`src/rtl/match_controller.sv`:
```
// Match sequencing for a two-player reaction game: clear, countdown, play, hold, repeat until a winner.
// Define MATCH_CTRL_SEG_EN to drive the active-low score digits; otherwise both digits are blank.
module match_controller #(
  parameter int WINS_TO_MATCH = 3,
  parameter int COUNT_CYCLES  = 8,
  parameter int HOLD_CYCLES   = 4
) (
  input  logic       clock,
  input  logic       reset,
  input  logic       start,
  input  logic       left_win,
  input  logic       right_win,
  output logic       play_reset,
  output logic       play_enable,
  output logic [2:0] left_score,
  output logic [2:0] right_score,
  output logic       match_over,
  output logic [1:0] winner,
  output logic [6:0] hex_left,
  output logic [6:0] hex_right
);

  localparam int MAXC = (COUNT_CYCLES > HOLD_CYCLES) ? COUNT_CYCLES : HOLD_CYCLES;
  localparam int CW   = $clog2(MAXC + 1);
  localparam logic [CW-1:0] CNT_LAST  = CW'(COUNT_CYCLES - 1);
  localparam logic [CW-1:0] HOLD_LAST = CW'(HOLD_CYCLES - 1);
  localparam logic [2:0]    WINS      = 3'(WINS_TO_MATCH);

  typedef enum logic [2:0] {
    IDLE, CLEAR, COUNTDOWN, PLAY, ROUND_END, MATCH_OVER
  } state_t;

  state_t        state_q, state_d;
  logic [CW-1:0] cnt_q, cnt_d;
  logic [2:0]    ls_q, ls_d, rs_q, rs_d;

  always_ff @(posedge clock) begin
    if (reset) begin
      state_q <= IDLE;
      cnt_q   <= '0;
      ls_q    <= '0;
      rs_q    <= '0;
    end else begin
      state_q <= state_d;
      cnt_q   <= cnt_d;
      ls_q    <= ls_d;
      rs_q    <= rs_d;
    end
  end

  always_comb begin
    state_d = state_q;
    cnt_d   = cnt_q;
    ls_d    = ls_q;
    rs_d    = rs_q;
    case (state_q)
      IDLE: begin
        if (start) begin
          state_d = CLEAR;
          ls_d    = '0;
          rs_d    = '0;
        end
      end
      CLEAR: begin
        state_d = COUNTDOWN;
        cnt_d   = '0;
      end
      COUNTDOWN: begin
        if (cnt_q == CNT_LAST) begin
          state_d = PLAY;
          cnt_d   = '0;
        end else begin
          cnt_d = cnt_q + 1'b1;
        end
      end
      PLAY: begin
        // A simultaneous pulse is a tie: the round ends but nobody scores.
        if (left_win || right_win) begin
          state_d = ROUND_END;
          cnt_d   = '0;
          if (left_win && !right_win && ls_q < WINS) ls_d = ls_q + 1'b1;
          if (right_win && !left_win && rs_q < WINS) rs_d = rs_q + 1'b1;
        end
      end
      ROUND_END: begin
        if (cnt_q == HOLD_LAST) begin
          cnt_d   = '0;
          state_d = (ls_q == WINS || rs_q == WINS) ? MATCH_OVER : CLEAR;
        end else begin
          cnt_d = cnt_q + 1'b1;
        end
      end
      MATCH_OVER: begin
        if (start) state_d = IDLE;
      end
      default: state_d = IDLE;
    endcase
  end

  assign play_reset  = (state_q == IDLE) || (state_q == CLEAR);
  assign play_enable = (state_q == PLAY);
  assign match_over  = (state_q == MATCH_OVER);
  assign left_score  = ls_q;
  assign right_score = rs_q;

  always_comb begin
    winner = 2'b00;
    if (state_q == MATCH_OVER) begin
      if (ls_q == WINS)      winner = 2'b01;
      else if (rs_q == WINS) winner = 2'b10;
    end
  end

`ifdef MATCH_CTRL_SEG_EN
  // Segment order {g,f,e,d,c,b,a}, active low.
  function automatic logic [6:0] seg7(input logic [2:0] v);
    case (v)
      3'd0:    seg7 = 7'b1000000;
      3'd1:    seg7 = 7'b1111001;
      3'd2:    seg7 = 7'b0100100;
      3'd3:    seg7 = 7'b0110000;
      3'd4:    seg7 = 7'b0011001;
      3'd5:    seg7 = 7'b0010010;
      3'd6:    seg7 = 7'b0000010;
      default: seg7 = 7'b1111000;
    endcase
  endfunction

  assign hex_left  = seg7(ls_q);
  assign hex_right = seg7(rs_q);
`else
  assign hex_left  = 7'b1111111;
  assign hex_right = 7'b1111111;
`endif

endmodule

```
`config.mk`:
```
export PLATFORM = sky130hd
export DESIGN_NAME = match_controller
export DESIGN_NICKNAME = d
export VERILOG_FILES = /design/src/rtl/match_controller.sv
export SDC_FILE = /design/constraint.sdc
export NUM_CORES = 1
export LEC_CHECK = 0
export CAP_MARGIN = 40
export CORE_MARGIN = 2
export CORE_UTILIZATION = 46
export DETAILED_ROUTE_END_ITERATION = 12
export PLACE_DENSITY = 0.84
export SLEW_MARGIN = 20
export SYNTH_ARGS = -nofsm -noshare
export SYNTH_HDL_FRONTEND = slang
export SYNTH_SLANG_ARGS = --single-unit
```
`constraint.sdc`:
```
create_clock -name clock -period 2 [get_ports clock]
set_clock_uncertainty 0.2 [all_clocks]
set_input_delay 0.4 -clock clock [delete_from_list [all_inputs] [get_ports clock]]
set_output_delay 0.4 -clock clock [all_outputs]
set_load 0.005 [all_outputs]
```
# ---- Word level (Yosys, flattened, before mapping)
# Index checks and enable logic that the tools add are counted.
dict set report word_totals {
  output_inout_bits 25
  word_cells 61
  reg_bits 13
  in_bits 5
}
dict set report classes {
  n_reduce_logical 16
  n_addsub 3
  muxes 20
  order_cmp 2
  eq_ne 16
}
# op n
set op_table {}
lappend op_table {{two-way mux 3 bit} 10}
lappend op_table {{one-hot mux 3 bit (6 select lines)} 1}
lappend op_table {{one-hot mux 4 bit (4 select lines)} 1}
lappend op_table {{equality test 3 x 2 -> 1 bit, second input constant} 4}
lappend op_table {{two-way mux 4 bit} 3}
lappend op_table {{one-hot mux 3 bit (2 select lines)} 2}
lappend op_table {{inequality test 2 bit, second input constant} 4}
lappend op_table {{AND reduction 4 bit} 2}
lappend op_table {{adder 3 x 1 -> 3 bit, second input constant} 2}
lappend op_table {{equality test 3 bit, second input constant} 2}
lappend op_table {{< comparator 3 x 2 -> 1 bit, second input constant} 2}
lappend op_table {{two-way mux 2 bit} 3}
lappend op_table {{inequality test 2 x 1 -> 1 bit, second input constant} 3}
lappend op_table {{AND reduction 5 bit} 1}
lappend op_table {{adder 4 x 1 -> 4 bit, second input constant} 1}
lappend op_table {{equality test 4 x 2 -> 1 bit, second input constant} 1}
lappend op_table {{equality test 4 x 3 -> 1 bit, second input constant} 1}
lappend op_table {{logical AND 1 bit} 4}
lappend op_table {{nonzero test 4 bit} 1}
lappend op_table {{equality test 3 x 1 -> 1 bit, second input constant} 1}
lappend op_table {{zero test 3 bit} 1}
lappend op_table {{logical OR 1 bit} 3}
lappend op_table {{zero test 1 bit} 2}
lappend op_table {{AND reduction 2 bit} 1}
lappend op_table {{nonzero test 2 bit} 1}

# ---- Depth between registers and ports, before layout
dict set report logic_depth {
  ltp_word 6
  ltp_mapped 6
  ltp_nobuf 6
}

# ---- Worst setup path before layout
# Ideal clock, no wire load.
dict set report synth_path {
  path_kind {flip-flop to output port}
  from {reg state_q[2]}
  to {out winner[1]}
  path_stages_with_launch 5
  setup_slack_ns 0.325
  t_arrival_ns 1.075
  n_path_buf 1
  cell_sequence {dfxtp_1 > buf_6 > nor2b_1 > and2_1 > and3b_1}
}
dict set report synth_via {
  elab_chain_cells 2
}
# item line_no
set synth_rtl {}
lappend synth_rtl {{start, declared} 33} ;# state_t state_q, state_d;
lappend synth_rtl {{start signal, assigned} 44} ;# state_q <= state_d;
lappend synth_rtl {{equality test 3 bit} --}
lappend synth_rtl {{net match_over} 17} ;# output logic match_over,
lappend synth_rtl {{two-way mux 2 bit} 108} ;# if (state_q == MATCH_OVER) begin
lappend synth_rtl {{end, declared} 18} ;# output logic [1:0] winner,
# The timed path passes the listed nets, and every way through them passes these cells.

# ---- Worst setup path after layout
dict set report layout_path {
  from {reg ls_q[0] (netlist: left_score[0])}
  to {out winner[0]}
}
dict set report layout_via {
  elab_chain_cells 3
}
# item line_no
set layout_rtl {}
lappend layout_rtl {{start, declared} 35} ;# logic [2:0] ls_q, ls_d, rs_q, rs_d;
lappend layout_rtl {{start signal, assigned} 46} ;# ls_q <= ls_d;
lappend layout_rtl {{equality test 3 x 2 -> 1 bit} 109} ;# if (ls_q == WINS) winner = 2'b01;
lappend layout_rtl {{two-way mux 2 bit} 109}
lappend layout_rtl {{two-way mux 2 bit} 108}
# Every way passes these cells.

==> results.tsv <==
metric	value	unit
synth-edff-count	0	
core-area	1980	sq um
cts_max_path_buffers	2	
final_cell_mix	17 x buf_4, 14 x conb_1, 10 x clkdlybuf4s50_1	
async_flop_share	0	%
cp_num_buf_inv	1	
avgSynthCellArea	7.98	sq um
cts_buffers	3	
die_width	50	microns
nets	164	
drive_above_1_share	23.5	%
cts_root_buffer	clkbuf_4	
grt-ovfl-total	0	
seqCellArea	265	sq um
dp_hpwl	1.58	mm
crit_path_end_kind	primary output	
ir_drop	0.420	mV
startpoint_type	flop	
crit_chain	ha_2, ha_2, and3_1, dlygate4sd2_1	
synth_top_area_share	26.7	%
syn-cell-area	973	sq um
h-tree-depth	1	
cts_tree	built	
p_leak	0.538	nW
antenna_left	0	
die_y	50	microns
antenna_found_initial	0	
port_buffers	15	
dp_slack	-41.6	ps
crit_path_max_fanout	3	
fill_cells	150	
start_util	49.1	%
cts_sinks	13	
power.density	709	nW/um^2
diodes	0	
cpMaxStageDelayCell	dfxtp_2	
cp_data_required_time	1400	ps
grt_pass1_vias	828	
grt.total_usage	18.6	%
clock_latency	270	ps
drv_slew	0	
die-area	2500	sq um
synth_cell_types	42	
status	finished, final reports clean	
ys_seq_elements	13	
dr.first_iter.drc_count	13	
drt-total-wl	2.10	mm
criticalPathCategory	reg -> out	
setup_violations	0	
drc	0	
max_freq	513	MHz
max_stage_delay	320	ps
synthCells	122	
multiInputGateArea	612	sq um
via_count	937	
grt_pass1_wl	3.57	mm
fin_cells	180	
setup_ws	50.2	ps
hold_viol	0	
place_congestion	0.820	
place_inst	176	
synth_seq_area_share	26.7	%
timing.final.crit_share	97.5	%
maxCapViolations	0	
via_per_inst	5.21	
dr.pass1.iters	4	
rsz0062_at_grt	false	
crit_arrival	1350	ps
num_rows	16	
ys_warn_count	0	
grt_max_degree	14	
final_common_cell	buf_4	
ioPinCount	30	
wl_per_cell	11.7	microns
worstHoldPathType	reg -> reg	
period_minus_slack	1950	ps
crit_path_frequent_cell	ha_2	
area_growth	27.6	%
clk_pin_slew	80	ps
yosys.area.top_type	dfxtp_1	
ys.flop_type	dfxtp_1	
ys_top_cells_by_area	dfxtp_1 27%, buf_4 12%, ha_1 6.4%	
critPathTopFamily	adder cells	
==> path summary, 6_finish.rpt <==
check	startpoint	end	slack, ps	cells after the start
hold / removal	right_score[2]$_SDFFE_PP0P_	right_score[2]$_SDFFE_PP0P_	320	2
setup reg to reg	state_q[0]$_SDFFE_PP0P_	state_q[2]$_SDFFE_PP0P_	270	5
hold reg to reg	right_score[2]$_SDFFE_PP0P_	right_score[2]$_SDFFE_PP0P_	320	2
setup / recovery	left_score[0]$_SDFFE_PP0P_	winner[0]	50	4
==> Yosys cell counts, types with 2 or more instances <==
cell type	number
nor2_1	7
or2_0	2
nor3_1	3
ha_1	5
o21ai_0	4
a21oi_1	4
or3_1	6
a31oi_1	4
nand3_1	8
nor2b_1	4
nor4bb_1	2
o21ai_1	4
a211o_1	2
inv_1	5
buf_4	16
nand2_1	8
dfxtp_1	13
==> registers in the layout, indices dropped and copies added, names as in the netlist <==
signal and flops:
cnt_q 4, left_score 3, right_score 3, state_q 3
==> power breakdown <==
| part | total (mW) | leakage, nW | switching [mW] | internal, mW |
|---|---|---|---|---|
| clock | 0.160 | 0.0150 | 0.0824 | 0.0771 |
| sequential | 0.327 | 0.107 | 0.0361 | 0.291 |
| combinational | 0.394 | 0.416 | 0.203 | 0.191 |
| total | 0.881 | 0.538 | 0.322 | 0.559 |
==> cell type report <==
| cell class | instances | area share (%) |
|---|---|---|
| Clock buffer | 4 | 2.11 |
| Inverter | 6 | 1.81 |
| Multi-Input combinational cell | 97 | 49.2 |
| Sequential cell | 13 | 21.3 |
| Tap cell | 27 | 2.72 |
| Timing Repair Buffer | 33 | 22.8 |
==> worst register-to-register path: stages, from the launching register on <==
cell and delay (ps):
dfxtp_2 370, buf_4 180, nor4bb_1 160, a211o_1 280, or3_1 370, a21oi_2 120
==> per-layer routing <==
layer / track usage (%) / vias to the layer above / share of wire, % / routed length (microns)
li1: - / 470 / - / -
met2: 29.6 / 31 / 48 / 1020
met5: 0 / - / 0 / 0
met4: 11.6 / 0 / 2.4 / 51
met3: 3.03 / 4 / 5.3 / 111
met1: 23.2 / 432 / 44 / 919
==> metrics by stage <==
stage	cell area [sq um]	power (mW)	setup TNS, ps	utilization (%)	hold slack [ps]
3_5_place_dp	1200	0.715	-142	60.6	312
6_report	1240	0.881	0	62.7	324
2_1_floorplan	1020	0.599	0	-	300
5_1_grt	1240	0.942	0	62.7	359
3_3_place_gp	1200	0.699	-94.7	60.6	296
4_1_cts	1240	0.885	0	62.7	323
==> what timing repair did <==
item                       4_1_cts  5_1_grt
setup endpoints to repair        4        3
buffers inserted                 0        0
pin swaps                        1        1
hold buffers                     0        0
resized for setup               14        3
==> cell families (layout without fill, tap and decap cells) <==
family | after synthesis | in the layout | synth area share, %
multiplexers | 1 | 1 | 1.03
adder cells (fa/ha/maj) | 5 | 5 | 6.43
XOR/XNOR | 2 | 2 | 1.80
AND/OR/NAND/NOR | 48 | 48 | 28.0
other | 1 | 14 | 0.385
buffers and inverters | 25 | 43 | 16.7
AO/OA/AOI/OAI | 27 | 27 | 18.9
flip-flops | 13 | 13 | 26.7
(Power assumes the default switching activity.)
